[src/rtl/pulse_pkg.sv]
// rtl/pulse_pkg.sv - shared burst-format constants and decoder state encoding
package pulse_pkg;

  localparam logic [1:0] ST_IDLE = 2'd0;
  localparam logic [1:0] ST_HIGH = 2'd1;
  localparam logic [1:0] ST_GAP  = 2'd2;
  localparam logic [1:0] ST_DONE = 2'd3;

  typedef enum logic [1:0] {
    IDLE = ST_IDLE,
    HIGH = ST_HIGH,
    GAP  = ST_GAP,
    DONE = ST_DONE
  } state_t;

  // Burst format agreed between the pulse-train generator and the decoder
  localparam int DEF_EXPECTED_PULSES = 8;
  localparam int DEF_GAP_CYCLES      = 3;

  // High-width and gap trackers saturate at 15
  localparam int TRACK_W = 4;

endpackage

[src/rtl/sat_counter.sv]
// rtl/sat_counter.sv - saturating up-counter with clear, load-to-one and saturate flag
module sat_counter #(
  parameter int W = 4
)(
  input  logic         clk,
  input  logic         reset,
  input  logic         clr,
  input  logic         load,
  input  logic         inc,
  output logic [W-1:0] count,
  output logic         sat
);

  localparam logic [W-1:0] MAX = '1;

  assign sat = (count == MAX);

  // Reset/clear to zero, load restarts at one, increment stops at all-ones
  always_ff @(posedge clk) begin
    if (reset || clr) begin
      count <= '0;
    end else if (load) begin
      count <= {{(W-1){1'b0}}, 1'b1};
    end else if (inc && !sat) begin
      count <= count + 1'b1;
    end
  end

endmodule

[src/rtl/pulse_burst_decoder.sv]
// rtl/pulse_burst_decoder.sv - burst segmenter/verifier for a pulse train; PULSE_DEC_ERRCNT_EN adds err_count
module pulse_burst_decoder
  import pulse_pkg::*;
#(
  parameter int CNT_W           = 5,
  parameter int GAP_CYCLES      = DEF_GAP_CYCLES,
  parameter int EXPECTED_PULSES = DEF_EXPECTED_PULSES,
  parameter int MAX_WIDTH       = 1,
  parameter int TOTAL_W         = 8
)(
  input  logic               clk,
  input  logic               reset,
  input  logic               pulse,
  input  logic               clear,
  output logic               burst_done,
  output logic [CNT_W-1:0]   burst_len,
  output logic               burst_ok,
  output logic               busy,
  output logic [TOTAL_W-1:0] burst_total
`ifdef PULSE_DEC_ERRCNT_EN
  ,
  output logic [7:0]         err_count
`endif
);

  localparam logic [TRACK_W-1:0] GAP_LAST = TRACK_W'(GAP_CYCLES - 1);
  localparam logic [TRACK_W-1:0] MAX_W    = TRACK_W'(MAX_WIDTH);

  state_t               state, next_state;
  logic [CNT_W-1:0]     cnt;
  logic                 cnt_sat, cnt_load, cnt_inc;
  logic [TRACK_W-1:0]   width;
  logic                 width_sat, width_load, width_inc;
  logic [TRACK_W-1:0]   gap;
  logic                 gap_start, gap_inc;
  logic                 burst_start, set_wide, set_ovf, done_enter;
  logic                 wide_err, ovf;

  sat_counter #(.W(CNT_W)) u_cnt (
    .clk   (clk),
    .reset (reset),
    .clr   (1'b0),
    .load  (cnt_load),
    .inc   (cnt_inc),
    .count (cnt),
    .sat   (cnt_sat)
  );

  sat_counter #(.W(TRACK_W)) u_width (
    .clk   (clk),
    .reset (reset),
    .clr   (1'b0),
    .load  (width_load),
    .inc   (width_inc),
    .count (width),
    .sat   (width_sat)
  );

  // State register
  always_ff @(posedge clk) begin
    if (reset) begin
      state <= IDLE;
    end else begin
      state <= next_state;
    end
  end

  // Next-state and per-cycle counter controls
  always_comb begin
    next_state  = state;
    cnt_load    = 1'b0;
    cnt_inc     = 1'b0;
    width_load  = 1'b0;
    width_inc   = 1'b0;
    gap_start   = 1'b0;
    gap_inc     = 1'b0;
    burst_start = 1'b0;
    set_wide    = 1'b0;
    set_ovf     = 1'b0;
    case (state)
      IDLE, DONE: begin
        // A high sample in DONE is already the first pulse of the next burst
        if (pulse) begin
          next_state  = HIGH;
          cnt_load    = 1'b1;
          width_load  = 1'b1;
          burst_start = 1'b1;
        end else begin
          next_state  = IDLE;
        end
      end
      HIGH: begin
        if (pulse) begin
          width_inc = 1'b1;
          // A width pinned at its ceiling is necessarily past the legal limit
          if (width == MAX_W || width_sat) set_wide = 1'b1;
        end else begin
          next_state = GAP;
          gap_start  = 1'b1;
        end
      end
      GAP: begin
        if (pulse) begin
          next_state = HIGH;
          width_load = 1'b1;
          if (cnt_sat) set_ovf = 1'b1;
          else         cnt_inc = 1'b1;
        end else if (gap < GAP_LAST) begin
          gap_inc = 1'b1;
        end else begin
          next_state = DONE;
        end
      end
      default: next_state = IDLE;
    endcase
  end

  assign done_enter = (state == GAP) && (next_state == DONE);

  // Consecutive-low tracker; zero whenever not counting a gap
  always_ff @(posedge clk) begin
    if (reset) begin
      gap <= '0;
    end else if (gap_start) begin
      gap <= {{(TRACK_W-1){1'b0}}, 1'b1};
    end else if (gap_inc) begin
      gap <= gap + 1'b1;
    end else begin
      gap <= '0;
    end
  end

  // Sticky per-burst error flags, rearmed by the first pulse of a burst
  always_ff @(posedge clk) begin
    if (reset || burst_start) begin
      wide_err <= 1'b0;
      ovf      <= 1'b0;
    end else begin
      if (set_wide) wide_err <= 1'b1;
      if (set_ovf)  ovf      <= 1'b1;
    end
  end

  // Result registers: strobe and verdict line up with the DONE cycle
  always_ff @(posedge clk) begin
    if (reset) begin
      burst_done <= 1'b0;
      burst_len  <= '0;
      burst_ok   <= 1'b0;
      busy       <= 1'b0;
    end else begin
      busy       <= (next_state != IDLE);
      burst_done <= done_enter;
      if (done_enter) begin
        burst_len <= cnt;
        burst_ok  <= (32'(cnt) == EXPECTED_PULSES) && !wide_err && !ovf;
      end
    end
  end

  // Completed-burst tally, bumped as DONE retires so a coincident clear wins
  always_ff @(posedge clk) begin
    if (reset || clear) begin
      burst_total <= '0;
    end else if (state == DONE) begin
      burst_total <= burst_total + 1'b1;
    end
  end

`ifdef PULSE_DEC_ERRCNT_EN
  logic err_sat;

  sat_counter #(.W(8)) u_err (
    .clk   (clk),
    .reset (reset),
    .clr   (clear),
    .load  (1'b0),
    .inc   ((state == DONE) && !burst_ok && !err_sat),
    .count (err_count),
    .sat   (err_sat)
  );
`else
  // Failed-burst tally not built
`endif

endmodule

[config.mk]
export PLATFORM = sky130hd
export DESIGN_NAME = pulse_burst_decoder
export DESIGN_NICKNAME = d
export VERILOG_FILES = /design/src/rtl/pulse_pkg.sv /design/src/rtl/sat_counter.sv /design/src/rtl/pulse_burst_decoder.sv
export SDC_FILE = /design/constraint.sdc
export NUM_CORES = 1
export LEC_CHECK = 0
export ABC_AREA = 1
export CAP_MARGIN = 10
export CORE_MARGIN = 10
export CORE_UTILIZATION = 48
export DETAILED_ROUTE_END_ITERATION = 16
export GPL_ROUTABILITY_DRIVEN = 0
export PLACE_DENSITY = 0.72
export SETUP_SLACK_MARGIN = 0.15
export SYNTH_ARGS = -nofsm -noshare
export SYNTH_HDL_FRONTEND = slang
export SYNTH_SLANG_ARGS = --single-unit
[constraint.sdc]
create_clock -name clk -period 1.55 [get_ports clk]
set_clock_uncertainty 0.2 [all_clocks]
set_input_delay 0.155 -clock clk [delete_from_list [all_inputs] [get_ports clk]]
set_output_delay 0.155 -clock clk [all_outputs]
set_load 0.02 [all_outputs]
==> results of run 1 <==
-- layout by cell type, fill, tap and decap left out, types with 4 or more instances in the layout --
| cell | synthesis | layout |
|---|---|---|
| sky130_fd_sc_hd__buf_4 | 0 | 31 |
| sky130_fd_sc_hd__clkbuf_2 | 0 | 6 |
| sky130_fd_sc_hd__dlygate4sd2_1 | 0 | 4 |
| sky130_fd_sc_hd__ha_1 | 10 | 4 |
| sky130_fd_sc_hd__nor2_2 | 1 | 4 |
| sky130_fd_sc_hd__nand3_1 | 16 | 9 |
| sky130_fd_sc_hd__inv_4 | 0 | 6 |
| sky130_fd_sc_hd__buf_6 | 2 | 10 |
| sky130_fd_sc_hd__nor3_1 | 6 | 5 |
| sky130_fd_sc_hd__ha_4 | 0 | 4 |
| sky130_fd_sc_hd__dfxtp_2 | 0 | 8 |
| sky130_fd_sc_hd__clkbuf_4 | 0 | 5 |
| sky130_fd_sc_hd__inv_1 | 28 | 19 |
| sky130_fd_sc_hd__nand2_1 | 35 | 22 |
| sky130_fd_sc_hd__nand2_2 | 3 | 11 |
| sky130_fd_sc_hd__nand2_4 | 0 | 5 |
| sky130_fd_sc_hd__a21oi_1 | 22 | 9 |
| sky130_fd_sc_hd__nand3_2 | 0 | 6 |
| sky130_fd_sc_hd__nor2_1 | 29 | 19 |
| sky130_fd_sc_hd__dfxtp_1 | 33 | 23 |
| sky130_fd_sc_hd__nor2_4 | 0 | 8 |
| sky130_fd_sc_hd__clkdlybuf4s15_2 | 0 | 4 |
| sky130_fd_sc_hd__a21oi_2 | 0 | 13 |
-- worst max-delay path, cell delays in order (launching register included) --
cell and delay [ns]:
sky130_fd_sc_hd__dfxtp_4 0.40, sky130_fd_sc_hd__inv_4 0.05, sky130_fd_sc_hd__ha_4 0.18, sky130_fd_sc_hd__nand2_4 0.09
sky130_fd_sc_hd__nand2_2 0.07, sky130_fd_sc_hd__nand2_2 0.08, sky130_fd_sc_hd__nand3_2 0.08, sky130_fd_sc_hd__nand2_2 0.09
sky130_fd_sc_hd__nand2_4 0.09, sky130_fd_sc_hd__buf_6 0.15, sky130_fd_sc_hd__a21oi_2 0.12, sky130_fd_sc_hd__nor2_1 0.05
-- per-stage QoR --
stage	cells	cell area (um2)	power [mW]	setup TNS [ns]
2_1_floorplan	205	1580	0.966	0
3_3_place_gp	293	2010	1.02	-2.44
3_5_place_dp	293	2010	1.02	-3.20
4_1_cts	307	2200	1.50	-0.785
5_1_grt	315	2450	1.60	-3.40
6_report	315	2450	1.54	-1.66
-- cell type report --
cell class,count,share of cell area (%)
well taps,44,2.25
repair buffers,60,20.5
multi-input cells,140,42.1
inverters,30,5.41
flip-flops and latches,33,27.7
clock buffers,8,1.99
-- flip-flops by register name, indices dropped and copies added (netlist names) --
| register | cells |
|---|---|
| wide_err | 1 |
| burst_total | 8 |
| burst_len | 5 |
| burst_done | 1 |
| u_width.count | 4 |
| burst_ok | 1 |
| state | 2 |
| busy | 1 |
| u_cnt.count | 5 |
| ovf | 1 |
| gap | 4 |
-- cell families (layout without fill, tap and decap cells) --
family | Yosys count | in the layout | share of synthesized area (%)
compound gates | 32 | 32 | 11.0
xor+xnor | 3 | 3 | 1.73
fa+ha+maj | 10 | 10 | 8.24
buf+inv | 33 | 98 | 9.14
flops | 33 | 33 | 43.5
other cells | 1 | 1 | 0.247
simple gates | 93 | 94 | 26.2
-- power by group --
part           switching [mW]  internal, mW
Sequential             0.0101         0.857
Clock                   0.285         0.180
Combinational           0.113        0.0917
Total                   0.409          1.13
-- how the worst min path moves through the flow --
stage | start | to | slack, ns | cells past startpoint
6_report | pulse | ovf | 0.16 | 3
5_1_grt | pulse | ovf | 0.15 | 3
4_1_cts | ovf | ovf | 0.26 | 2
3_5_place_dp | ovf | ovf | 0.25 | 2
3_3_place_gp | ovf | ovf | 0.24 | 2
2_1_floorplan | pulse | ovf | 0.10 | 2
-- per-layer routing --
metal,part of all wire (%),track usage [%],wire [um],vias up
li1,-,-,-,789
met1,38,13.7,1680,741
met2,51,19.9,2290,51
met3,6.2,4.48,275,21
met4,4.4,7.25,195,0
met5,0,0,0,-
-- repair_timing --
action,4_1_cts,5_1_grt
setup buffers,6,7
hold endpoints to repair,0,0
gates cloned,0,1
resized for setup,64,74
setup endpoints to repair,40,39
pin swaps,19,30
==> run summary, run 1 <==
The count of hold-fix buffers inserted at cts is 0, and the synthesized area divided by synthesized cell count is 7.41 um2. The tools report the endpoint type of the worst setup path as a register. The logs give 678 um2 for the sequential cell area in the final layout and 0.35 ns for the clock latency reported for the late side of the worst-skew pair. The final number of max-transition violations was 0; the routed length per instance was 14.1 um.

Prior to clock tree synthesis, the placed netlist has a worst setup slack of -0.323 ns. Data arrives at the worst endpoint at 1.78 ns. The fraction of post-synthesis cell area in the top cell type by area came out at 43.5%. VDD sags by at most 454 uV. The endpoint of the most critical register-to-register path is burst_len[0].

For the HPWL reported at the end of detailed placement, the log shows 2.43 mm. After detailed routing, the number of remaining DRC violations is 0. For the fmax, the log shows 0.576 GHz. For the count of inserted antenna diode cells, the log shows 0. The startpoint identified for the worst register-to-register timing path is state[1]. Entering global routing, the biggest net connects 10 pins.

After clock tree synthesis, the clock-pin slew on the worst setup and hold paths is 0.10 ns. The synthesized design contains 0 enable-type register cells. Counting every net in the synthesized netlist gives 219.

The number of cell instances on the worst register-to-register path works out to 11. The combined global-route utilization of all metal layers is 12.4%, and the number of global-route vias before repair is 1447. The detail-routed via count per cell came out at 5.09.

The run gives 0 as the number of hold violations in the final report. In the final layout, the multi-input gates occupy 1030 um2. For flop-to-flop paths, the worst setup slack is -0.19 ns. After synthesis, the cell types taking the most area are sky130_fd_sc_hd__dfxtp_1, sky130_fd_sc_hd__nand2_1, sky130_fd_sc_hd__ha_1.

The floorplan has 20 rows. For the TritonCTS buffer count, the log shows 5. The final layout contains routed wiring with a total length of 4.44 mm. The tree is rooted in a sky130_fd_sc_hd__clkbuf_4.

The run gives 1520 um2 as the cell area after technology mapping. Sequential elements use 43.5% of the synthesized area. STA classifies the critical path startpoint as a register. For this run the aggregate overflow at the end of global routing stands at 0. Buffers placed on the I/O ports in this run total 19.

The most numerous cell in the Yosys netlist was sky130_fd_sc_hd__nand2_1. The total setup violations reported at the end of the flow was 21. At the worst endpoint, the required time is 1.60 ns. The floorplan step defined a die boundary enclosing 5810 um2. Of the cells placed in the final design, the portion with a size suffix greater than 1 is 51.7%. In this run the worst setup path terminates at burst_len[0]. For the number of levels the H-tree was split into, the log shows 2. The run finished, with violations left. The initial detailed-routing violation count is 94, and the total power divided by cell area is 628 nW/um2. The analysis attributes to cell leakage a power of 1.02 nW.

Slack of the critical path: -0.185 ns. The min-delay analysis places its worst path in the category in -> reg. During synthesis, Yosys emitted a total of 0 warnings. From synthesis to final layout, the design area changed by 61.3%. At the end of the flow, the number of nets in the layout was 284. For this design, the sink count on the clock tree is 33.

Setup repair after global routing could not meet its margin everywhere. The worst hold margin was 0.161 ns; the remaining antenna violation count was 0. At the end of the flow the core is filled with cells to 80.2%. The first global-routing pass estimated 6.02 mm of wire. For this configuration, the core starts out at a cell density of 49.8%. The vertical die dimension was 76.3 um; the count of maximum capacitance violations was 0. The initial antenna violation count came out at 0.

The layout has 203 filler cells. The cell count after synthesis came out at 205. For this design the top-level I/O count stands at 20. The launch point of the worst path was state[1].

The synthesized flop and latch total is 33, and the first-pass iteration count of the detailed router is 7. The commonest cells after synthesis are sky130_fd_sc_hd__nand2_1, sky130_fd_sc_hd__dfxtp_1, sky130_fd_sc_hd__nor2_1. The number of vias after detailed routing is 1602, and the overall die width is 76.3 um. The run gives 3050 um2 as the area of the core. Yosys mapped the design onto 24 distinct sky130hd cell types.

TritonCTS built the clock tree. The async set-or-reset flop fraction in the synthesized netlist was 0%; the part of the cycle the worst path needs was 112%. The post-synthesis cell type with the largest combined area is sky130_fd_sc_hd__dfxtp_1. The clock period minus worst slack came out at 1.74 ns. The setup path with the least slack is of type reg -> reg.

No sink is reached through more buffers than the 2 on the longest clock path. Maximum fanout along the worst path: 8. The final reports fail on negative setup slack. In the synthesized netlist the dominant register cell turns out to be sky130_fd_sc_hd__dfxtp_1.
Power figures use the tool's default switching activity.
==> run 2, diff against run 1 <==
TNS_END_PERCENT = 30   (was not set)
==> run summary, run 2 (same netlist as run 1, synthesis figures left out) <==
I/O pin count: 20 (unchanged). The most used routing layer was met2 (unchanged). The flow ran to the end, but the final reports show violations.

The share of the core filled with cells is 74.5% (was 80.2%), and the net count reported at finish is 274 (was 284). The first-pass iteration count of the detailed router is 4 (was 7). The part of the cycle the worst path needs is 112% (about the same), and the initial antenna violation count is 0 (unchanged). The tools report the kind of start point of the critical path as a register (unchanged). Violations in the final reports: negative setup slack (unchanged). The critical path arrival is 1.79 ns (was 1.78 ns), and the maximum fanout along the worst path is 6 (was 8). Commonest non-fill, non-tap cells in the layout: sky130_fd_sc_hd__nand2_1, sky130_fd_sc_hd__buf_4, sky130_fd_sc_hd__dfxtp_1 (was sky130_fd_sc_hd__buf_4, sky130_fd_sc_hd__dfxtp_1, sky130_fd_sc_hd__nand2_1).

The count of hold-fix buffers inserted at cts was 0 (unchanged). The tools report the worst min-delay path startpoint as ovf (was pulse). The routed length per instance is 11.9 um (was 14.1 um), and the total power divided by cell area is 807 nW/um2 (was 628 nW/um2). The register with the most flip-flops is burst_total (unchanged). The maximum buffer depth of the clock tree is 2 (unchanged), and the worst hold margin is 0.262 ns (was 0.161 ns).

The fraction of final layout cells sized beyond drive strength 1 works out to 41.0% (was 51.7%). The routing usage on met3 was 4.36% (was 4.48%). The total setup violations reported at the end of the flow came out at 15 (was 21). Setup repair after global routing could not meet its margin everywhere. The site row count is 20 (unchanged). The count of inserted antenna diode cells is 0 (unchanged). The die area came out at 5810 um2 (unchanged).

The clock period minus worst slack is 1.74 ns (about the same), and the residual DRC count is 0 (unchanged). The detail-routed via count per cell was 4.80 (was 5.09). TritonCTS built the clock tree. The global-route wire length before repair came out at 5.48 mm (was 6.02 mm).

Biggest regs: burst_total: 8 flops, burst_len: 5 flops, u_cnt.count: 5 flops (unchanged). The logs give 232 (was 203) for the number of fill cells and 11.1% (was 12.4%) for the combined global-route utilization of all metal layers. Endpoint required time on the critical path: 1.60 ns (about the same). The tools report the endpoint type of the worst setup path as a register (unchanged). The count of maximum capacitance violations was 0 (unchanged); the overflow left after global routing was 0 (unchanged).

The clock transition at the register clock pins on the worst setup and hold paths after CTS came out at 0.11 ns (was 0.10 ns). The number of hold violations in the final report is 0 (unchanged), and the area of the core is 3050 um2 (unchanged). The tools report the HPWL reported at the end of detailed placement as 2.34 mm (was 2.43 mm). The launch point of the worst path is state[0] (was state[1]). The met2 track utilization from global routing came out at 17.6% (was 19.9%).

The worst IR drop on VDD came out at 480 uV (was 454 uV). Number of I/O port buffers: 19 (unchanged). The pin count of the biggest net entering global routing was 13 (was 10). TritonCTS sink count: 33 (unchanged). Root cell of the clock tree: sky130_fd_sc_hd__clkbuf_4 (unchanged). The total wire length came out at 3.63 mm (was 4.44 mm).

The number of cells after detailed placement was 289 (was 293). The remaining antenna violation count was 0 (unchanged). The path type of the worst min-delay path is reg -> reg (was in -> reg). The TritonCTS buffer count was 5 (unchanged).

The run gives 0 (unchanged) as the final number of max-transition violations. The run gives 1322 (was 1447) as the number of global-route vias before repair. The starting density of the core was 49.8% (unchanged). The area overhead of the layout relative to synthesis works out to 49.7% (was 61.3%).

The reg-to-reg startpoint is state[0] (was state[1]). The vertical die dimension is 76.3 um (unchanged), and the number of vias after detailed routing is 1463 (was 1602). The run gives 12.5% (was 13.7%) as the met1 track demand over resource. The run gives 0.575 GHz (was 0.576 GHz) as the fmax. The static leakage came out at 0.941 nW (was 1.02 nW). The kind of critical path was reg -> reg (unchanged).

For the non-filler instance count after layout, the log shows 305 (was 315). The slack of the critical path was -0.188 ns (was -0.185 ns). The number of flip-flops under the largest register name came out at 8 (unchanged).

The clock latency reported for the late side of the worst-skew pair was 0.34 ns (was 0.35 ns). The overall die width was 76.3 um (unchanged); the number of levels the H-tree was split into was 2 (unchanged). The initial detailed-routing violation count is 79 (was 94).
==> run 2: final timing paths <==
check	endpoint	slack, ns	cells after the start
max	burst_len[2]	-0.19	12
min	ovf	0.26	2
max reg2reg	burst_len[2]	-0.19	12
min reg2reg	ovf	0.26	2
==> run 2: final cells by class <==
type	count	area [um2]	area share, %
sequential	33	676	29.7
timing repair buffer	50	424	18.7
tap	44	55.1	2.42
clock buffer	5	37.5	1.65
clock inverter	3	65.1	2.86
multi-input combinational	140	898	39.5
inverter	30	118	5.17
==> run 2: timing repair <==
action / 4_1_cts / 5_1_grt
gates cloned: 1 / 1
endpoints found under the setup margin: 42 / 43
resized for setup: 40 / 47
pin swaps: 2 / 19
buffers inserted: 1 / 5
==> run 2: power by group <==
part	leakage (nW)	switching, mW	internal, mW
clock network	0.0552	0.308	0.499
registers	0.272	0.00966	0.858
logic	0.615	0.0929	0.0661
total	0.941	0.411	1.42
==> run 2: metrics by stage <==
step,instance area (um2),setup WS [ns],TNS [ns],power [mW]
3_3_place_gp,1970,-0.294,-3.48,1.01
3_5_place_dp,1970,-0.338,-4.18,1.02
6_report,2270,-0.188,-1.39,1.83
4_1_cts,2120,-0.102,-1.06,1.82
2_1_floorplan,1570,0.00452,0,0.966
5_1_grt,2270,-0.237,-3.38,1.88
==> run 2: worst max-delay path, cell delays in order, from the launching register on <==
cell                      delay (ns)
sky130_fd_sc_hd__dfxtp_4        0.39
sky130_fd_sc_hd__inv_4          0.06
sky130_fd_sc_hd__ha_4           0.15
sky130_fd_sc_hd__inv_4          0.04
sky130_fd_sc_hd__nor2_2         0.08
sky130_fd_sc_hd__nand2_1        0.07
sky130_fd_sc_hd__nand2_1        0.11
sky130_fd_sc_hd__nand2_2        0.10
sky130_fd_sc_hd__nor2_4         0.16
sky130_fd_sc_hd__buf_12         0.13
sky130_fd_sc_hd__nand3_2        0.06
sky130_fd_sc_hd__nand2_1        0.07
sky130_fd_sc_hd__nor2_1         0.04
==> run 2: metal layers <==
layer	up-vias	wire length [um]
li1	761	-
met1	664	1560
met2	27	1770
met3	11	198
met4	0	99
met5	-	0
